$ cat src/rtl/wbclint_pkg.sv
// Shared constants and helpers for the wbclint timer/interrupt controller.
// Register offsets are word offsets decoded from wb_adr_i[2:0].
package wbclint_pkg;

    localparam logic [2:0] REG_MSIP        = 3'd0;
    localparam logic [2:0] REG_MTIMECMP_LO = 3'd1;
    localparam logic [2:0] REG_MTIMECMP_HI = 3'd2;
    localparam logic [2:0] REG_MTIME_LO    = 3'd3;
    localparam logic [2:0] REG_MTIME_HI    = 3'd4;
    localparam logic [2:0] REG_PRESCALE    = 3'd5;

    localparam logic [63:0] MTIMECMP_RST = 64'hFFFF_FFFF_FFFF_FFFF;

    function automatic logic [31:0] merge_bytes(input logic [31:0] old_val,
                                                input logic [31:0] new_val,
                                                input logic [3:0]  sel);
        logic [31:0] res;
        for (int i = 0; i < 4; i++)
            res[i*8 +: 8] = sel[i] ? new_val[i*8 +: 8] : old_val[i*8 +: 8];
        return res;
    endfunction

endpackage

$ cat src/rtl/wbclint_prescaler.sv
// Tick prescaler: counts 0..period_m1 and pulses tick on the wrap cycle.
// clear restarts the count from 0 at the next edge.
module wbclint_prescaler (
    input  logic        clk,
    input  logic        rst,
    input  logic [15:0] period_m1,
    input  logic        clear,
    output logic        tick
);

    logic [15:0] cnt;

    // >= keeps the counter from running away if the period ever shrinks under it
    assign tick = (cnt >= period_m1);

    always_ff @(posedge clk) begin
        if (rst)
            cnt <= '0;
        else if (clear || tick)
            cnt <= '0;
        else
            cnt <= cnt + 16'd1;
    end

endmodule

$ cat src/rtl/wbclint.sv
// Wishbone CLINT-style timer: 64-bit mtime/mtimecmp, msip, timer and software irqs.
// Optional runtime-programmable tick period under `define WBCLINT_PRESCALER_EN.
module wbclint
    import wbclint_pkg::*;
#(
    parameter int AW      = 30,
    parameter int DW      = 32,
    parameter int CLK_DIV = 48
) (
    input  logic            wb_clk_i,
    input  logic            wb_reset_i,
    input  logic [AW-1:0]   wb_adr_i,
    input  logic [DW-1:0]   wb_dat_i,
    output logic [DW-1:0]   wb_dat_o,
    input  logic            wb_we_i,
    input  logic [DW/8-1:0] wb_sel_i,
    input  logic            wb_cyc_i,
    input  logic            wb_stb_i,
    output logic            wb_ack_o,
    output logic            timer_irq_o,
    output logic            soft_irq_o
);

    localparam logic [15:0] DIV_M1 = 16'(CLK_DIV - 1);

    logic        acc, wr, sel_any, mtime_wr, tick, presc_clr;
    logic [2:0]  adr;
    logic [15:0] period_m1;
    logic        ack_q, msip, timer_q, soft_q;
    logic [31:0] dat_q, shadow, rdata;
    logic [63:0] mtime, mtimecmp;
    logic        unused_adr;

    assign acc      = wb_cyc_i & wb_stb_i;
    assign wr       = acc & wb_we_i;
    assign adr      = wb_adr_i[2:0];
    assign sel_any  = |wb_sel_i;
    assign mtime_wr = wr && sel_any && (adr == REG_MTIME_LO || adr == REG_MTIME_HI);
    assign unused_adr = ^wb_adr_i[AW-1:3];

`ifdef WBCLINT_PRESCALER_EN
    logic [15:0] prescale;
    logic [31:0] prescale_new;

    assign prescale_new = merge_bytes({16'h0, prescale}, wb_dat_i, wb_sel_i);
    assign period_m1    = prescale;
    assign presc_clr    = wr && (adr == REG_PRESCALE) && (|wb_sel_i[1:0]);

    always_ff @(posedge wb_clk_i) begin
        if (wb_reset_i)
            prescale <= DIV_M1;
        else if (presc_clr)
            prescale <= prescale_new[15:0];
    end
`else
    assign period_m1 = DIV_M1;
    assign presc_clr = 1'b0;
`endif

    wbclint_prescaler u_prescaler (
        .clk       (wb_clk_i),
        .rst       (wb_reset_i),
        .period_m1 (period_m1),
        .clear     (presc_clr),
        .tick      (tick)
    );

    always_comb begin
        rdata = '0;
        case (adr)
            REG_MSIP:        rdata[0] = msip;
            REG_MTIMECMP_LO: rdata = mtimecmp[31:0];
            REG_MTIMECMP_HI: rdata = mtimecmp[63:32];
            REG_MTIME_LO:    rdata = mtime[31:0];
            REG_MTIME_HI:    rdata = shadow;
`ifdef WBCLINT_PRESCALER_EN
            REG_PRESCALE:    rdata[15:0] = prescale;
`endif
            default:         rdata = '0;
        endcase
    end

    always_ff @(posedge wb_clk_i) begin
        if (wb_reset_i) begin
            ack_q    <= 1'b0;
            dat_q    <= '0;
            shadow   <= '0;
            msip     <= 1'b0;
            mtime    <= '0;
            mtimecmp <= MTIMECMP_RST;
            timer_q  <= 1'b0;
            soft_q   <= 1'b0;
        end else begin
            ack_q   <= acc;
            timer_q <= (mtime >= mtimecmp);
            soft_q  <= msip;
            if (acc)
                dat_q <= rdata;
            // HI reads return this snapshot so a LO-then-HI pair is coherent
            if (acc && !wb_we_i && adr == REG_MTIME_LO)
                shadow <= mtime[63:32];
            if (wr && adr == REG_MSIP && wb_sel_i[0])
                msip <= wb_dat_i[0];
            if (wr && adr == REG_MTIMECMP_LO)
                mtimecmp[31:0] <= merge_bytes(mtimecmp[31:0], wb_dat_i, wb_sel_i);
            if (wr && adr == REG_MTIMECMP_HI)
                mtimecmp[63:32] <= merge_bytes(mtimecmp[63:32], wb_dat_i, wb_sel_i);
            // a software write suppresses that cycle's increment entirely
            if (mtime_wr) begin
                if (adr == REG_MTIME_LO)
                    mtime[31:0] <= merge_bytes(mtime[31:0], wb_dat_i, wb_sel_i);
                else
                    mtime[63:32] <= merge_bytes(mtime[63:32], wb_dat_i, wb_sel_i);
            end else if (tick) begin
                mtime <= mtime + 64'd1;
            end
        end
    end

    assign wb_ack_o    = ack_q & wb_cyc_i & ~wb_reset_i;
    assign wb_dat_o    = dat_q;
    assign timer_irq_o = timer_q;
    assign soft_irq_o  = soft_q;

endmodule
$ cat config.mk
export PLATFORM = sky130hd
export DESIGN_NAME = wbclint
export DESIGN_NICKNAME = d
export VERILOG_FILES = /design/src/rtl/wbclint_pkg.sv /design/src/rtl/wbclint_prescaler.sv /design/src/rtl/wbclint.sv
export SDC_FILE = /design/constraint.sdc
export NUM_CORES = 1
export LEC_CHECK = 0
export ABC_AREA = 1
export CORE_ASPECT_RATIO = 1.2
export CORE_MARGIN = 2
export CORE_UTILIZATION = 53
export CTS_CLUSTER_SIZE = 25
export DETAILED_ROUTE_END_ITERATION = 7
export MAX_ROUTING_LAYER = met4
export PLACE_DENSITY_LB_ADDON = 0.25
export SYNTH_ARGS = -nofsm -noshare
export SYNTH_HDL_FRONTEND = slang
export SYNTH_SLANG_ARGS = --single-unit
$ cat constraint.sdc
create_clock -name wb_clk_i -period 1.8 [get_ports wb_clk_i]
set_input_delay 0.45 -clock wb_clk_i [delete_from_list [all_inputs] [get_ports wb_clk_i]]
set_output_delay 0.45 -clock wb_clk_i [all_outputs]
set_load 0.1 [all_outputs]
==> results.sh, run 1 <==
export IMPL_antenna_found_initial=0
export IMPL_syn_area_um2=12300
export IMPL_drv_slew=0
export IMPL_hold_buffers=0
export IMPL_synth_area_leaders="dfxtp_1 (34%), nand2_1 (14%), a21oi_1 (6.7%), ha_1 (6.7%), inv_1 (6.7%)"
export IMPL_tightestPinTransition_ns=0.717
export IMPL_fin_cells=2516
export IMPL_port_buffers=78
export IMPL_routed_top_layer="met4"
export IMPL_outcome="finished, violations left"
export IMPL_worstHoldEndpoint="mtimecmp[33]"
export IMPL_cts_tree="yes"
export IMPL_drt_initial_drc_count=1466
export IMPL_ys_types=38
export IMPL_dp_slack_ns=-0.666
export IMPL_dr_pass1_iters=6
export IMPL_synth_largest_area_cell="dfxtp_1"
export IMPL_synth_seq_cells=212
export IMPL_ys_seq_area_frac=0.344
export IMPL_crit_type="reg -> reg"
export IMPL_nFillCells=1660
export IMPL_wl_per_cell_um=20.4
export IMPL_place_area_um2=15700
export IMPL_wl_met1_mm=18.8
export IMPL_cts_buffers=24
export IMPL_start_util=0.536
export IMPL_dr_total_vias=14700
export IMPL_reg2regPathDepth=12
export IMPL_synth_edf_count=0
export IMPL_setup_slack_ns=-0.0560
export IMPL_area_growth_syn_to_layout_pct=45.8
export IMPL_die_width_um=143
export IMPL_setup_violations=9
export IMPL_whs_path_depth=3
export IMPL_antennaDiodeCount=0
export IMPL_skew_ns=0.0157
export IMPL_clock_path_buffers=3
export IMPL_async_flop_share=0
export IMPL_cts_root_buf="clkbuf_16"
export IMPL_syn_area_per_cell_um2=6.63
export IMPL_cap_violations=0
export IMPL_routed_wl_met2_mm=24.4
export IMPL_slew_headroom=0.518
export IMPL_grt_util_all_layers=0.397
export IMPL_finalCriticalPeriod_ns=1.86
export IMPL_gp_congestion=1.04
export IMPL_cp_max_fo=4
export IMPL_grt_ovfl_total=0
export IMPL_syn_inst=1863
export IMPL_rsz0062_at_grt="yes"
export IMPL_timing_rr_start="mtime[1]"
export IMPL_rrSetupSlack_ns=-0.06
export IMPL_htreeDepth=1
export IMPL_cts_num_sinks=212
export IMPL_worstReg2RegEnd="mtime[58]"
export IMPL_vias_per_cell=5.85
export IMPL_crit_arrival_ns=2.32
export IMPL_place_inst=2453
export IMPL_start_kind="flop"
export IMPL_drc=0
export IMPL_p_leak_nw=8.10
export IMPL_critPathRequiredTime_ns=2.26
export IMPL_period_share=1.03
export IMPL_io_pins=106
export IMPL_drive_gt1_frac=0.281
export IMPL_finalInstanceArea_um2=18000
export IMPL_dr_wl_met3_mm=4.41
export IMPL_finalSetupTns_ns=-0.237
export IMPL_grt_pass1_wl_mm=72.8
export IMPL_path_clk_slew_ns=0.06
export IMPL_failed_checks="negative setup slack"
export IMPL_ir_drop_uv=832
export IMPL_rows=61
export IMPL_min_path_type="in -> reg"
export IMPL_chipHeight_um=171
export IMPL_clk_latency_ns=0.54
export IMPL_core_um2=23000
export IMPL_antenna_left=0
export IMPL_min_from="wb_reset_i"
export IMPL_grt_max_degree=83
export IMPL_critPathCaptureType="flop"
export IMPL_die_area_um2=24500
export IMPL_drt_wl_total_mm=51.3
export IMPL_power_density_nw_per_um2=655
export IMPL_synth_top_area_share=0.344
export IMPL_max_freq_ghz=0.539
export IMPL_synth_warnings=0
export IMPL_hold_violations=0
export IMPL_nNetsFinal=2322
export IMPL_synth_main_ff_cell="dfxtp_1"
export IMPL_grt_pass1_vias=13700
export IMPL_hpwlAfterDp_mm=36.1
routing by layer:
metal	GRT usage	vias up
met1	0.450	6833
met5	-	-
met3	0.0565	255
li1	-	6804
met2	0.677	830
met4	0.213	0
logic make-up (layout without fill, tap and decap cells):
group / after synthesis / in the layout / synth area share
AND/OR/NAND/NOR: 832 / 839 / 0.282
buffers and inverters: 299 / 621 / 0.0964
other: 1 / 10 / 0.000304
AO/OA/AOI/OAI: 430 / 430 / 0.194
flip-flops: 212 / 212 / 0.344
XOR/XNOR: 23 / 23 / 0.0163
adder cells (fa/ha/maj): 66 / 66 / 0.0669
state kept, by name, indices dropped and copies added, names as in the netlist:
| register | cells |
|---|---|
| shadow | 32 |
| ack_q | 1 |
| timer_irq_o | 1 |
| mtimecmp | 64 |
| u_prescaler.cnt | 16 |
| soft_irq_o | 1 |
| mtime | 64 |
| wb_dat_o | 32 |
| msip | 1 |
worst max path at each step:
| stage | cells after the start | start | endpoint | slack, ns |
|---|---|---|---|---|
| 6_report | 12 | mtime[1] | mtime[58] | -0.06 |
| 5_1_grt | 11 | mtimecmp[43] | timer_irq_o | -0.11 |
| 4_1_cts | 14 | mtime[0] | mtime[50] | -0.002 |
| 3_5_place_dp | 9 | wb_adr_i[2] | wb_dat_o[31] | -0.67 |
| 3_3_place_gp | 9 | wb_adr_i[2] | wb_dat_o[31] | -0.64 |
| 2_1_floorplan | 12 | wb_adr_i[2] | mtime[16] | -0.03 |
cells in the mapped netlist, types with 3 or more instances:
cell / instances
o21ai_1: 4
o22ai_1: 31
o21ai_0: 150
nand3_2: 5
nor2_1: 207
xor2_1: 23
a211oi_1: 5
inv_1: 220
inv_2: 4
o21a_1: 4
buf_2: 12
nand3_4: 3
ha_1: 66
buf_6: 6
nor3_1: 38
nand3_1: 87
a21oi_1: 165
nand2_1: 455
dfxtp_1: 212
nand4_1: 19
nand2_4: 7
nor2_2: 4
clkbuf_1: 54
o211ai_1: 63
metrics by stage:
| step | total power (W) | hold WS, ns | utilization |
|---|---|---|---|
| floorplan | 0.00572 | 0.418 | - |
| global placement | 0.00635 | 0.431 | 0.681 |
| detailed placement | 0.00638 | 0.445 | 0.681 |
| CTS | 0.0116 | 0.358 | 0.734 |
| global route | 0.0121 | 0.368 | 0.781 |
| finish | 0.0118 | 0.361 | 0.781 |
repair_timing:
| action | in CTS | in global routing |
|---|---|---|
| setup endpoints to repair | 94 | 140 |
| setup buffers | 7 | 9 |
| endpoints found under the hold margin | 0 | 0 |
| pin swaps | 23 | 71 |
| resized for setup | 104 | 241 |
| cloned | 0 | 7 |
worst max-delay path, stage by stage (launching register included):
cell	delay, ns
dfxtp_4	0.37
ha_4	0.15
nand2_4	0.07
inv_4	0.07
nand2_4	0.05
nor2_4	0.13
buf_6	0.15
nand3_4	0.14
nor2_4	0.20
nand2_4	0.10
o21ai_2	0.12
nand3_1	0.09
a21oi_2	0.13
cells in the final DEF (no fill, tap or decap), types with 11 or more instances in the layout:
master	instances
clkbuf_16	25
nor2_4	23
nand2_2	36
nor2_2	45
nand4_1	19
inv_1	207
buf_4	243
nand2_8	13
dfxtp_1	178
ha_4	14
nor2_1	143
o22ai_1	31
nand2_1	407
o21ai_0	138
nand3_2	14
o211ai_1	63
buf_6	20
buf_12	47
nor3_2	15
nand3_1	72
xor2_1	22
o21ai_1	13
dfxtp_2	26
nand2_4	13
nor3_1	18
nand3_4	11
a21oi_2	17
clkdlybuf4s50_1	36
ha_1	52
a21oi_1	148
inv_2	13
where the power goes:
part	switching [W]	internal, W	leakage, nW
Combinational	0.000931	0.000587	5.94
Sequential	0.000122	0.00482	1.74
Clock	0.00209	0.00325	0.423
area by class of cell:
| type | instances | area (µm²) | share of cell area |
|---|---|---|---|
| clock buffer | 31 | 688 | 0.0382 |
| clock inverter | 11 | 159 | 0.00882 |
| inverter | 224 | 856 | 0.0475 |
| multi-input combinational | 1368 | 8150 | 0.453 |
| sequential | 212 | 4310 | 0.239 |
| tap | 315 | 394 | 0.0219 |
| timing repair buffer | 355 | 3450 | 0.192 |
(Power assumes the default switching activity.)
==> inputs of run 2 (changes only) <==
- CAP_MARGIN: unset -> 15
- GPL_ROUTABILITY_DRIVEN: unset -> 0
==> results.sh, run 2 (synthesis results as in run 1) <==
export IMPL_reg2regPathDepth=10
export IMPL_layout_common_cells="nand2_1 (423), buf_4 (207), inv_1 (206)"
export IMPL_hold_violations=0
export IMPL_skew_ns=0.0245
export IMPL_critPathCaptureType="flop"
export IMPL_cts_buffers=23
export IMPL_dr_total_vias=14700
export IMPL_hpwlAfterDp_mm=32.6
export IMPL_area_growth_syn_to_layout_pct=39.2
export IMPL_tightestPinTransition_ns=0.695
export IMPL_cts_num_sinks=212
export IMPL_drt_initial_drc_count=1900
export IMPL_start_kind="flop"
export IMPL_clk_latency_ns=0.53
export IMPL_setup_violations=19
export IMPL_worstReg2RegEnd="mtime[16]"
export IMPL_wl_met1_mm=17.0
export IMPL_failed_checks="design-rule violations, negative setup slack"
export IMPL_outcome="finished, violations left"
export IMPL_grt_ovfl_total=0
export IMPL_routed_wl_met2_mm=21.6
export IMPL_start_util=0.536
export IMPL_cts_root_buf="clkbuf_16"
export IMPL_dr_wl_met3_mm=4.79
export IMPL_layout_commonest_cell="nand2_1"
export IMPL_rows=61
export IMPL_die_area_um2=24500
export IMPL_chipHeight_um=171
export IMPL_finalCriticalPeriod_ns=1.92
export IMPL_hold_ws_ns=0.405
export IMPL_fin_cells=2468
export IMPL_die_width_um=143
export IMPL_grt_util_all_layers=0.366
export IMPL_antennaDiodeCount=0
export IMPL_antenna_left=0
export IMPL_io_pins=106
export IMPL_vias_per_cell=5.96
export IMPL_setup_slack_ns=-0.117
export IMPL_grt_max_degree=65
export IMPL_crit_arrival_ns=2.33
export IMPL_hold_buffers=0
export IMPL_htreeDepth=1
export IMPL_p_leak_nw=7.70
export IMPL_min_path_type="in -> reg"
export IMPL_rsz0062_at_grt="yes"
export IMPL_utilization=0.745
export IMPL_port_buffers=78
export IMPL_cp_max_fo=4
export IMPL_drc=26
export IMPL_antenna_found_initial=0
export IMPL_nNetsFinal=2276
export IMPL_cts_tree="yes"
export IMPL_place_inst=2412
export IMPL_dr_pass1_iters=8
export IMPL_max_freq_ghz=0.522
export IMPL_period_share=1.07
export IMPL_drive_gt1_frac=0.239
export IMPL_path_clk_slew_ns=0.06
export IMPL_power_density_nw_per_um2=634
export IMPL_clock_path_buffers=3
export IMPL_slew_headroom=0.533
export IMPL_rrSetupSlack_ns=-0.12
export IMPL_cap_violations=0
export IMPL_cp_endpoint="mtime[16]"
export IMPL_critPathRequiredTime_ns=2.22
export IMPL_core_um2=23000
export IMPL_drv_slew=0
export IMPL_grt_pass1_vias=13600
export IMPL_timing_critical_path_from="mtime[1]"
export IMPL_drt_wl_total_mm=46.9
export IMPL_ir_drop_uv=656
export IMPL_top_regs="mtime x64, mtimecmp x64"
export IMPL_wl_per_cell_um=19.0
export IMPL_crit_type="reg -> reg"
export IMPL_grt_pass1_wl_mm=69.2
export IMPL_dp_slack_ns=-0.573
export IMPL_routed_top_layer="met4"
export IMPL_total_power_w=0.0109
export IMPL_timing_rr_start="mtime[1]"
## run 2: cell types whose count changed in the layout (fill, tap and decap cells not counted), sizes merged
cell	change
clkdlybuf4s50	+1
clkinv	-4
buf	-45
clkbuf	+5
bufinv	-4
dlymetal6s2s	-1
## run 2: worst max-delay path, stage by stage, from the launching register on
cell and delay [ns]:
dfxtp_4 0.37, ha_4 0.15, nand2_4 0.07, nor2_2 0.22, nand2_2 0.14, nor2_2 0.19
buf_4 0.18, xor2_1 0.15, nor2_1 0.08, nor3_1 0.19, nor2_1 0.06
## run 2: per-stage QoR
step / instance area [µm²] / setup TNS, ns
2_1_floorplan: 12400 / -0.180
3_5_place_dp: 15400 / -84.56
5_1_grt: 17200 / -3.52
3_3_place_gp: 15400 / -75.02
6_report: 17200 / -0.755
4_1_cts: 16400 / -0.0677
## run 2: power breakdown
group	internal [W]	switching [W]
Clock	0.00258	0.00191
Combinational	0.000570	0.000888
Sequential	0.00481	0.000126
## run 2: final cells by class
class	count	area (µm²)
Fill cell	1690	5870
Inverter	224	853
Multi-Input combinational cell	1368	7860
Tap cell	315	394
Clock inverter	3	15.0
Clock buffer	36	684
Sequential cell	212	4310
Timing Repair Buffer	310	3070
## run 2: per-layer routing
| metal | vias to the layer above | track usage |
|---|---|---|
| met5 | - | - |
| met4 | 0 | 0.191 |
| met1 | 6667 | 0.433 |
| met2 | 1028 | 0.607 |
| li1 | 6705 | - |
| met3 | 313 | 0.0509 |
## run 2: how the worst min path moves through the flow
stage	start	to	slack (ns)	cells past startpoint
global placement	u_prescaler.cnt[0]	u_prescaler.cnt[0]	0.43	1
global route	wb_reset_i	mtimecmp[32]	0.42	3
floorplan	u_prescaler.cnt[0]	u_prescaler.cnt[0]	0.42	1
CTS	wb_reset_i	mtime[1]	0.40	4
finish	wb_reset_i	mtimecmp[32]	0.41	3
detailed placement	u_prescaler.cnt[0]	u_prescaler.cnt[0]	0.44	1
## run 2: timing repair
item,in CTS,in global routing
pin swaps,16,45
gates resized for setup,84,184
cloned,1,6
buffers inserted,3,7
setup endpoints to repair,64,105
